===== src/rtl/cpu_pkg.sv =====
// cpu_pkg: shared datapath widths and operand-select encodings for the operand stage.
package cpu_pkg;
   localparam int XLEN   = 32;
   localparam int REG_AW = 5;
   typedef enum logic {A_RS1 = 1'b0, A_PC  = 1'b1} opnd_a_sel_e;
   typedef enum logic {B_RS2 = 1'b0, B_IMM = 1'b1} opnd_b_sel_e;
endpackage


===== src/rtl/fwd_mux.sv =====
// fwd_mux: combinational source-operand forwarding selector for one register read port.
// Ports: idx/rf_data = register index and regfile read data; exm_*/mwb_* = EX/MEM and
// MEM/WB writeback candidates; data = resolved source value (x0 always reads as zero).
// Macro OPND_FWD_EN: when defined, EX/MEM then MEM/WB results are bypassed; when
// undefined, the writeback candidates are ignored and only the regfile value is used.
module fwd_mux
   import cpu_pkg::*;
(
   input  logic [REG_AW-1:0] idx,
   input  logic [XLEN-1:0]   rf_data,
   input  logic              exm_wen,
   input  logic [REG_AW-1:0] exm_idx,
   input  logic [XLEN-1:0]   exm_data,
   input  logic              mwb_wen,
   input  logic [REG_AW-1:0] mwb_idx,
   input  logic [XLEN-1:0]   mwb_data,
   output logic [XLEN-1:0]   data
);
   logic nz;
   assign nz = idx != '0;
`ifdef OPND_FWD_EN
   // EX/MEM holds the younger result, so it wins over MEM/WB
   assign data = !nz                           ? '0       :
                 (exm_wen && exm_idx == idx)   ? exm_data :
                 (mwb_wen && mwb_idx == idx)   ? mwb_data : rf_data;
`else
   logic unused_fwd;
   assign unused_fwd = ^{exm_wen, exm_idx, exm_data, mwb_wen, mwb_idx, mwb_data};
   assign data = nz ? rf_data : '0;
`endif
endmodule


===== src/rtl/alu_opnd_stage.sv =====
// alu_opnd_stage: ID/EX register feeding the ALU adder operands with forwarding, stall and flush.
// Ports: clk_i/rst_n_i = clock and async active-low reset; valid_i/ready_o = decode handshake;
// pc_i, rs*_idx_i, rs*_data_i, imm_i, a_sel_i, b_sel_i = decode operands and selects;
// exm_*/mwb_* = forwarding sources; flush_i = kill; ready_i/valid_o = EX handshake;
// a_o, b_o, rs2_fwd_o = registered operands and store data.
// Macro OPND_FWD_EN enables the forwarding network (see fwd_mux).
module alu_opnd_stage
   import cpu_pkg::*;
(
   input  logic              clk_i,
   input  logic              rst_n_i,
   input  logic              valid_i,
   output logic              ready_o,
   input  logic [XLEN-1:0]   pc_i,
   input  logic [REG_AW-1:0] rs1_idx_i,
   input  logic [REG_AW-1:0] rs2_idx_i,
   input  logic [XLEN-1:0]   rs1_data_i,
   input  logic [XLEN-1:0]   rs2_data_i,
   input  logic [XLEN-1:0]   imm_i,
   input  logic              a_sel_i,
   input  logic              b_sel_i,
   input  logic              exm_wen_i,
   input  logic [REG_AW-1:0] exm_idx_i,
   input  logic [XLEN-1:0]   exm_data_i,
   input  logic              mwb_wen_i,
   input  logic [REG_AW-1:0] mwb_idx_i,
   input  logic [XLEN-1:0]   mwb_data_i,
   input  logic              flush_i,
   input  logic              ready_i,
   output logic              valid_o,
   output logic [XLEN-1:0]   a_o,
   output logic [XLEN-1:0]   b_o,
   output logic [XLEN-1:0]   rs2_fwd_o
);
   logic [XLEN-1:0] fwd_rs1, fwd_rs2;
   logic            cap;
   fwd_mux u_fwd1 (
      .idx(rs1_idx_i), .rf_data(rs1_data_i),
      .exm_wen(exm_wen_i), .exm_idx(exm_idx_i), .exm_data(exm_data_i),
      .mwb_wen(mwb_wen_i), .mwb_idx(mwb_idx_i), .mwb_data(mwb_data_i),
      .data(fwd_rs1)
   );
   fwd_mux u_fwd2 (
      .idx(rs2_idx_i), .rf_data(rs2_data_i),
      .exm_wen(exm_wen_i), .exm_idx(exm_idx_i), .exm_data(exm_data_i),
      .mwb_wen(mwb_wen_i), .mwb_idx(mwb_idx_i), .mwb_data(mwb_data_i),
      .data(fwd_rs2)
   );
   assign ready_o = !valid_o || ready_i;
   assign cap     = valid_i && ready_o && !flush_i;
   always_ff @(posedge clk_i or negedge rst_n_i) begin
      if (!rst_n_i) begin
         valid_o   <= 1'b0;
         a_o       <= '0;
         b_o       <= '0;
         rs2_fwd_o <= '0;
      end else begin
         valid_o <= flush_i ? 1'b0 : (ready_o ? valid_i : valid_o);
         if (cap) begin
            a_o       <= opnd_a_sel_e'(a_sel_i) == A_PC  ? pc_i  : fwd_rs1;
            b_o       <= opnd_b_sel_e'(b_sel_i) == B_IMM ? imm_i : fwd_rs2;
            rs2_fwd_o <= fwd_rs2;
         end
      end
   end
endmodule


===== config.mk =====
export PLATFORM = sky130hd
export DESIGN_NAME = alu_opnd_stage
export DESIGN_NICKNAME = d
export VERILOG_FILES = /design/src/rtl/cpu_pkg.sv /design/src/rtl/fwd_mux.sv /design/src/rtl/alu_opnd_stage.sv
export SDC_FILE = /design/constraint.sdc
export NUM_CORES = 1
export LEC_CHECK = 0
export ABC_AREA = 1
export CORE_AREA = 2 2 125 127
export DETAILED_ROUTE_END_ITERATION = 6
export DIE_AREA = 0 0 127 129
export DONT_BUFFER_PORTS = 1
export GPL_ROUTABILITY_DRIVEN = 0
export SETUP_SLACK_MARGIN = 0.02
export SLEW_MARGIN = 20
export SYNTH_ARGS = -nofsm -noshare
export SYNTH_HDL_FRONTEND = slang
export SYNTH_SLANG_ARGS = --single-unit
export TNS_END_PERCENT = 1

===== constraint.sdc =====
create_clock -name clk_i -period 2.3 [get_ports clk_i]
set_input_delay 0.23 -clock clk_i [delete_from_list [all_inputs] [get_ports clk_i]]
set_output_delay 0.23 -clock clk_i [all_outputs]
set_load 0.02 [all_outputs]

==> summary.md, run 1 <==
| Metric | Value |
|---|---|
| Share of power burned in registers | 55.1% |
| Setup TNS Final | 0 ns |
| Type of the worst setup path | reg2reg |
| Detailed-route via count | 3952 |
| Routed Antenna Nets | 0 |
| CP Capture Type | flip-flop |
| Pin count of the biggest net entering global routing | 98 |
| Total die area | 16400 sq um |
| Leak | 2.97 nW |
| Required time at the worst-slack endpoint | 2.54 ns |
| Synthesis Warnings | 0 |
| First-pass GRT wire length | 19500 microns |
| Antenna cell count | 0 |
| Yosys top cell by area | sky130_fd_sc_hd__dfrtp_1 |
| Slew Limit Fails | 0 |
| Status | complete, but fails checks |
| Core footprint | 15000 sq um |
| P per Cell Area | 876 nW/um^2 |
| Startpoint types | flip-flop |
| Drt initial violations | 175 |
| Maximum clock frequency | 0.627 GHz |
| Switching Fraction | 33.8% |
| Filler-free cell count of the finished design | 869 |
| Launch point of the worst reg-to-reg path | valid_o |
| Peak VDD IR | 0.318 mV |
| Count of nets after finishing | 897 |
| Setup violation total in the final timing report | 0 |
| Critical path data arrival time | 1.83 ns |
| Area added between synthesis and finish | 8.26% |
| Most numerous cell in the Yosys netlist | sky130_fd_sc_hd__nand2_1 |
| Mapped cell area | 4810 sq um |
| Post-synth ARST share | 100% |
| Number of global-route vias before repair | 3775 |
| Worst slew pin tran | 0.653 ns |
| Die Ht | 129 microns |
| # H-tree levels | 3 |
| Detail Placement HPWL | 8780 microns |
| Top cells by count, synth | 384 x sky130_fd_sc_hd__nand2_1, 100 x sky130_fd_sc_hd__nor2_1, 97 x sky130_fd_sc_hd__dfrtp_1 |
| DRC violations left | 0 |
| Total clock buffers created by CTS | 9 |
| R2R cell count | 6 |
| Worst-case clock buffer depth | 2 |
| Hold-fix buffer count after cts | 1 |
| Largest fanout on the critical path | 40 |
| Number of top-level pins | 319 |
| Count of input and output buffers | 0 |
| Worst-case hold slack | -0.428 ns |
| RSZ-0062 raised after global routing | no |
| Maxcap violations | 0 |
| CTS tree | done |
| Number of antenna violations at the first check in global routing | 0 |
| Share of post-route cells with drive strength above 1 | 4.41% |
| Share of the yosys chip area belonging to registers | 50.4% |
| Post-CTS resize count | 0 |
| Clock Root Buffer | sky130_fd_sc_hd__clkbuf_16 |
| Share of the core filled with cells in the final layout | 34.8% |
| Relative contribution of combinational cells to total power | 10.4% |
| Number of iterations in the first detailed-routing pass | 4 |
| Placed insts | 852 |
| Die X-Extent | 127 microns |
| Sinks on the clock net | 97 |
| Post-synth EDFFs | 0 |
| Global route total overflow | 0 |
| Synthesized netlist cell count | 696 |
| Post-layout minimum cycle time | 1.59 ns |
| Vias per cell | 4.55 |
| DRT Wirelength | 12500 microns |
| Cell types with the largest area share after synthesis | sky130_fd_sc_hd__dfrtp_1 50%, sky130_fd_sc_hd__nand2_1 30%, sky130_fd_sc_hd__nor2_1 7.8% |
| Number of distinct library cells after synthesis | 16 |
| Failing checks | negative hold slack |
| Largest clock skew in the final design | 0.00929 ns |
| Primary FF master, synth | sky130_fd_sc_hd__dfrtp_1 |
| Total count of hold-check failures in the final report | 97 |
| Worst min path class | in2async |
| Register bit count reported by yosys | 97 |
| Clock network fraction of total power | 34.5% |
| Overall fraction of global-route tracks in use | 15.0% |
| Period Utilization, post-route | 69.3% |
| Worst reg-to-reg setup slack | 0.71 ns |
| Area share of the leading cell type in the synthesized netlist | 50.4% |
| NetSw | 0.00154 W |
| Clock edge transition at the registers on the reported setup and hold paths | 0.07 ns |
| Rows | 45 |
| Internal | 0.00302 W |
| Slew Limit Headroom | 56.4% |
| Starting utilization of the core area | 32.1% |
| Syn_nets | 917 |
| Endpoint of the worst-slack reg-to-reg timing path | b_o[3] |
| Clock latency at the later pin of the worst-skew pair | 0.35 ns |
| Wire length per cell | 14.4 microns |
| Per-instance average area after synthesis | 6.92 sq um |
-- layer usage --
| layer | global-route usage (%) | share of wire (%) | vias to the layer above |
|---|---|---|---|
| li1 | - | - | 2030 |
| met1 | 19.7 | 45 | 1764 |
| met2 | 22.8 | 45 | 139 |
| met3 | 4.86 | 7.9 | 19 |
| met4 | 6.66 | 2.3 | 0 |
| met5 | 0 | 0 | - |
-- how the worst max path moves through the flow --
| stage | start | endpoint | slack, ns | depth (start not counted) |
|---|---|---|---|---|
| after floorplan | valid_o | rs2_fwd_o[0] | 1.05 | 6 |
| after global placement | valid_o | a_o[31] | 0.69 | 5 |
| after detailed placement | valid_o | b_o[3] | 0.69 | 6 |
| after CTS | valid_o | b_o[3] | 0.67 | 6 |
| after global routing | valid_o | b_o[3] | 0.55 | 6 |
| final | valid_o | b_o[3] | 0.71 | 6 |
-- what timing repair did --
| action | CTS | global route |
|---|---|---|
| hold endpoints to repair | 98 | 97 |
| endpoints found under the setup margin | 0 | 0 |
| buffers inserted | 0 | 0 |
-- critical path: stages (launching register included) --
cell and delay, ns:
sky130_fd_sc_hd__dfrtp_1 0.51, sky130_fd_sc_hd__nand2_2 0.21, sky130_fd_sc_hd__nand2_4 0.14, sky130_fd_sc_hd__buf_4 0.40, sky130_fd_sc_hd__nor2_1 0.09, sky130_fd_sc_hd__nand2_1 0.08
sky130_fd_sc_hd__nand2_1 0.04
-- layout make-up --
| class | count | area, sq um |
|---|---|---|
| inverters | 38 | 143 |
| clock buffers | 9 | 225 |
| repair buffers | 8 | 75.1 |
| well taps | 188 | 235 |
| clock inverters | 7 | 86.3 |
| fillers | 1643 | 9760 |
| multi-input cells | 522 | 2020 |
| flip-flops and latches | 97 | 2430 |
-- stage by stage --
step / power [W] / instance area, sq um / setup slack (ns)
after floorplan: 0.00290 / 4810 / 1.05
after global placement: 0.00302 / 4890 / 0.687
after detailed placement: 0.00303 / 4890 / 0.689
after CTS: 0.00463 / 5210 / 0.674
after global routing: 0.00482 / 5210 / 0.550
final: 0.00457 / 5210 / 0.705
-- cells by family after synthesis --
logic type	share of synthesized area [%]
simple gates	38.5
flops	50.4
buf+inv	7.61
compound gates	3.43
-- power by group through the flow --
stage | registers [W] | logic, W | clock network, W
finish | 0.00252 | 0.000475 | 0.00157
floorplan | 0.00246 | 0.000434 | 0
detailed placement | 0.00255 | 0.000484 | 0
global route | 0.00255 | 0.000574 | 0.00170
global placement | 0.00255 | 0.000466 | 0
CTS | 0.00252 | 0.000484 | 0.00162
-- state kept, by name, indices dropped and copies added (netlist names) --
register / count
valid_o: 1
b_o: 32
rs2_fwd_o: 32
a_o: 32
-- cells in the final DEF (no fill, tap or decap), types with 4 or more instances in the layout --
cell type                     n
sky130_fd_sc_hd__nor2_1     100
sky130_fd_sc_hd__inv_2        4
sky130_fd_sc_hd__clkbuf_16    9
sky130_fd_sc_hd__inv_1       34
sky130_fd_sc_hd__nand2_1    384
sky130_fd_sc_hd__dfrtp_1     97
sky130_fd_sc_hd__buf_4        6
sky130_fd_sc_hd__o21ai_1     32
No activity file was read; power rests on OpenSTA's default activity.
==> run 2: changes to the inputs <==
==> constraint.sdc (replaced) <==
create_clock -name clk_i -period 1.3 [get_ports clk_i]
set_input_delay 0.13 -clock clk_i [delete_from_list [all_inputs] [get_ports clk_i]]
set_output_delay 0.13 -clock clk_i [all_outputs]
set_load 0.02 [all_outputs]
==> summary.md, run 2 (synthesis gave the netlist of run 1 again) <==
| Metric | Value |
|---|---|
| First-pass GRT wire length | 20700 microns (+6.4%) |
| Number of global-route vias before repair | 4052 (+7.3%) |
| Fillcell total | 1557 (-5.2%) |
| CP most frequent cell | sky130_fd_sc_hd__nand2_1 |
| DRC violations left | 0 (unchanged) |
| Detailed-route via count | 4280 (+8.3%) |
| Slowest cell on crit path | sky130_fd_sc_hd__dlygate4sd3_1 |
| Die Ht | 129 microns (unchanged) |
| RSZ-0062 raised after global routing | no |
| Die X-Extent | 127 microns (unchanged) |
| Leak | 3.33 nW (+12%) |
| Period Utilization, post-route | 93.5% |
| Total die area | 16400 sq um (unchanged) |
| Status | complete, but fails checks |
| Slew Limit Headroom | 42.7% (-14 points) |
| Maxcap violations | 0 (unchanged) |
| Count of nets after finishing | 974 (+8.6%) |
| Type of the worst setup path | in2reg |
| Setup violation total in the final timing report | 0 (unchanged) |
| Count of input and output buffers | 0 (unchanged) |
| Delay-heaviest family, CP | buffers and inverters |
| CP Capture Type | flip-flop |
| # H-tree levels | 3 (unchanged) |
| Post CTS Setup Buffer Count | 0 (unchanged) |
| Critical path buffer and inverter count | 2 (+1) |
| Global route total overflow | 0 (unchanged) |
| Starting utilization of the core area | 32.1% (unchanged) |
| Routed Antenna Nets | 0 (unchanged) |
| Number of antenna violations at the first check in global routing | 0 (unchanged) |
| Clock latency at the later pin of the worst-skew pair | 0.34 ns (about the same) |
| Maximum clock frequency | 0.823 GHz |
| Total clock buffers created by CTS | 9 (unchanged) |
| Hold-fix buffer count after cts | 68 (+67) |
| Number of top-level pins | 319 (unchanged) |
| Overall fraction of global-route tracks in use | 15.9% (+0.88 points) |
| P per Cell Area | 1390 nW/um^2 (+59%) |
| Vias per cell | 4.53 (-0.41%) |
| Slew Limit Fails | 0 (unchanged) |
| CTS tree | done |
| Required time at the worst-slack endpoint | 1.53 ns (-1.01 ns) |
| Sinks on the clock net | 97 (unchanged) |
| Critical path data arrival time | 1.45 ns (-0.38 ns) |
| Area added between synthesis and finish | 25.2% |
| Antenna cell count | 0 (unchanged) |
| Worst min path class | in2async |
| Leading cell type in the layout, fill and taps excluded | sky130_fd_sc_hd__nand2_1 |
| Total count of hold-check failures in the final report | 97 (unchanged) |
| CP Cell Sequence | dlygate4sd3_1, nand2_1, dlygate4sd3_1, nand2_1, nand2_1, nand2_1 |
| Switching Fraction | 32.3% (-1.5 points) |
| Highest cell delay on the worst timing path | 0.55 ns (+0.04 ns) |
| Startpoint types | input port |
| Drt initial violations | 183 (+4.6%) |
| Internal | 0.00568 W (+88%) |
| Core footprint | 15000 sq um (unchanged) |
| Clock network fraction of total power | 34.1% (-0.4 points) |
| NetSw | 0.00271 W (+76%) |
| Largest clock skew in the final design | 0.00707 ns (-0.00222 ns) |
| Setup TNS Final | 0 ns (unchanged) |
| Peak VDD IR | 0.614 mV (+93%) |
| DRT Wirelength | 13400 microns (+7.1%) |
| Number of iterations in the first detailed-routing pass | 6 (+2) |
| Pin count of the biggest net entering global routing | 98 (unchanged) |
| Commonest non-fill, non-tap cells in the layout | 384 x sky130_fd_sc_hd__nand2_1, 100 x sky130_fd_sc_hd__nor2_1, 97 x sky130_fd_sc_hd__dfrtp_1, 67 x sky130_fd_sc_hd__dlygate4sd3_1, 34 x sky130_fd_sc_hd__inv_1 |
| Clock Root Buffer | sky130_fd_sc_hd__clkbuf_16 |
| Rows | 45 (unchanged) |
| Relative contribution of combinational cells to total power | 13.0% (+2.6 points) |
| Post-layout minimum cycle time | 1.22 ns |
| Wire length per cell | 14.1 microns (-1.6%) |
| Detail Placement HPWL | 8980 microns (+2.3%) |
| Worst-case clock buffer depth | 2 (unchanged) |
| Share of post-route cells with drive strength above 1 | 5.15% (+0.75 points) |
| Share of power burned in registers | 52.9% (-2.2 points) |
| Failing checks | negative hold slack |
| Clock edge transition at the registers on the reported setup and hold paths | 0.07 ns (about the same) |
| Worst-case hold slack | -0.525 ns (-0.0966 ns) |
| Worst slew pin tran | 0.860 ns (+0.206 ns) |
| Leading registers by flop count | a_o: 32 flops, b_o: 32 flops, rs2_fwd_o: 32 flops |
| Largest fanout on the critical path | 1 (-98%) |
## run 2: cell types whose count changed in the layout (fill, tap and decap cells not counted), sizes merged
cell and change:
buf +10, bufinv +1, clkinv +1, clkinvlp -1, dlygate4sd3 +66, dlymetal6s4s +1, inv -2
## run 2: power groups by stage
stage          Clock (W)  Sequential, W  Combinational (W)
2_1_floorplan          0        0.00436           0.000767
3_3_place_gp           0        0.00450           0.000892
3_5_place_dp           0        0.00449           0.000921
4_1_cts          0.00296        0.00444            0.00109
5_1_grt          0.00308        0.00449            0.00127
6_report         0.00287        0.00444            0.00109
## run 2: worst paths after layout
kind                                from             to  slack [ns]  depth (start not counted)
setup / recovery                pc_i[22]        a_o[22]        0.08                          6
hold / removal                   rst_n_i         b_o[7]       -0.53                          0
setup reg to reg                 valid_o         b_o[5]        0.14                          6
hold reg to reg            rs2_fwd_o[29]  rs2_fwd_o[29]        0.49                          2
max in group asynchronous        rst_n_i        b_o[25]        1.67                          0
min in group clk_i              pc_i[26]        a_o[26]        0.02                          4
## run 2: what timing repair did
item | in CTS | in global routing
setup endpoints to repair | 0 | 40
hold endpoints to repair | 173 | 97
resized for setup | 0 | 3
## run 2: cell type report
| cell class | count | area (sq um) | share of cell area (%) |
|---|---|---|---|
| clock buffers | 9 | 225 | 3.74 |
| inverters | 38 | 143 | 2.37 |
| flip-flops and latches | 97 | 2430 | 40.3 |
| clock inverters | 6 | 91.3 | 1.52 |
| well taps | 188 | 235 | 3.90 |
| multi-input cells | 522 | 2030 | 33.7 |
| repair buffers | 85 | 877 | 14.5 |
## run 2: per-layer routing
| metal | up-vias | GRT usage, % | routed length (microns) |
|---|---|---|---|
| met1 | 1935 | 20.8 | 6030 |
| met2 | 145 | 25.1 | 6190 |
| li1 | 2177 | - | - |
| met3 | 23 | 4.03 | 842 |
| met4 | 0 | 6.72 | 306 |
| met5 | - | 0 | 0 |
## run 2: per-stage QoR
| step | total power [W] | instance area, sq um | utilization (%) | setup WS (ns) | instances |
|---|---|---|---|---|---|
| global placement | 0.00539 | 5020 | 33.5 | 0.0594 | 862 |
| detailed placement | 0.00541 | 5020 | 33.5 | 0.0457 | 862 |
| CTS | 0.00850 | 6010 | 40.2 | 0.0258 | 945 |
| finish | 0.00839 | 6030 | 40.3 | 0.0844 | 945 |
| global route | 0.00883 | 6030 | 40.3 | 0.0225 | 945 |
| floorplan | 0.00513 | 4810 | - | 0.0522 | 696 |
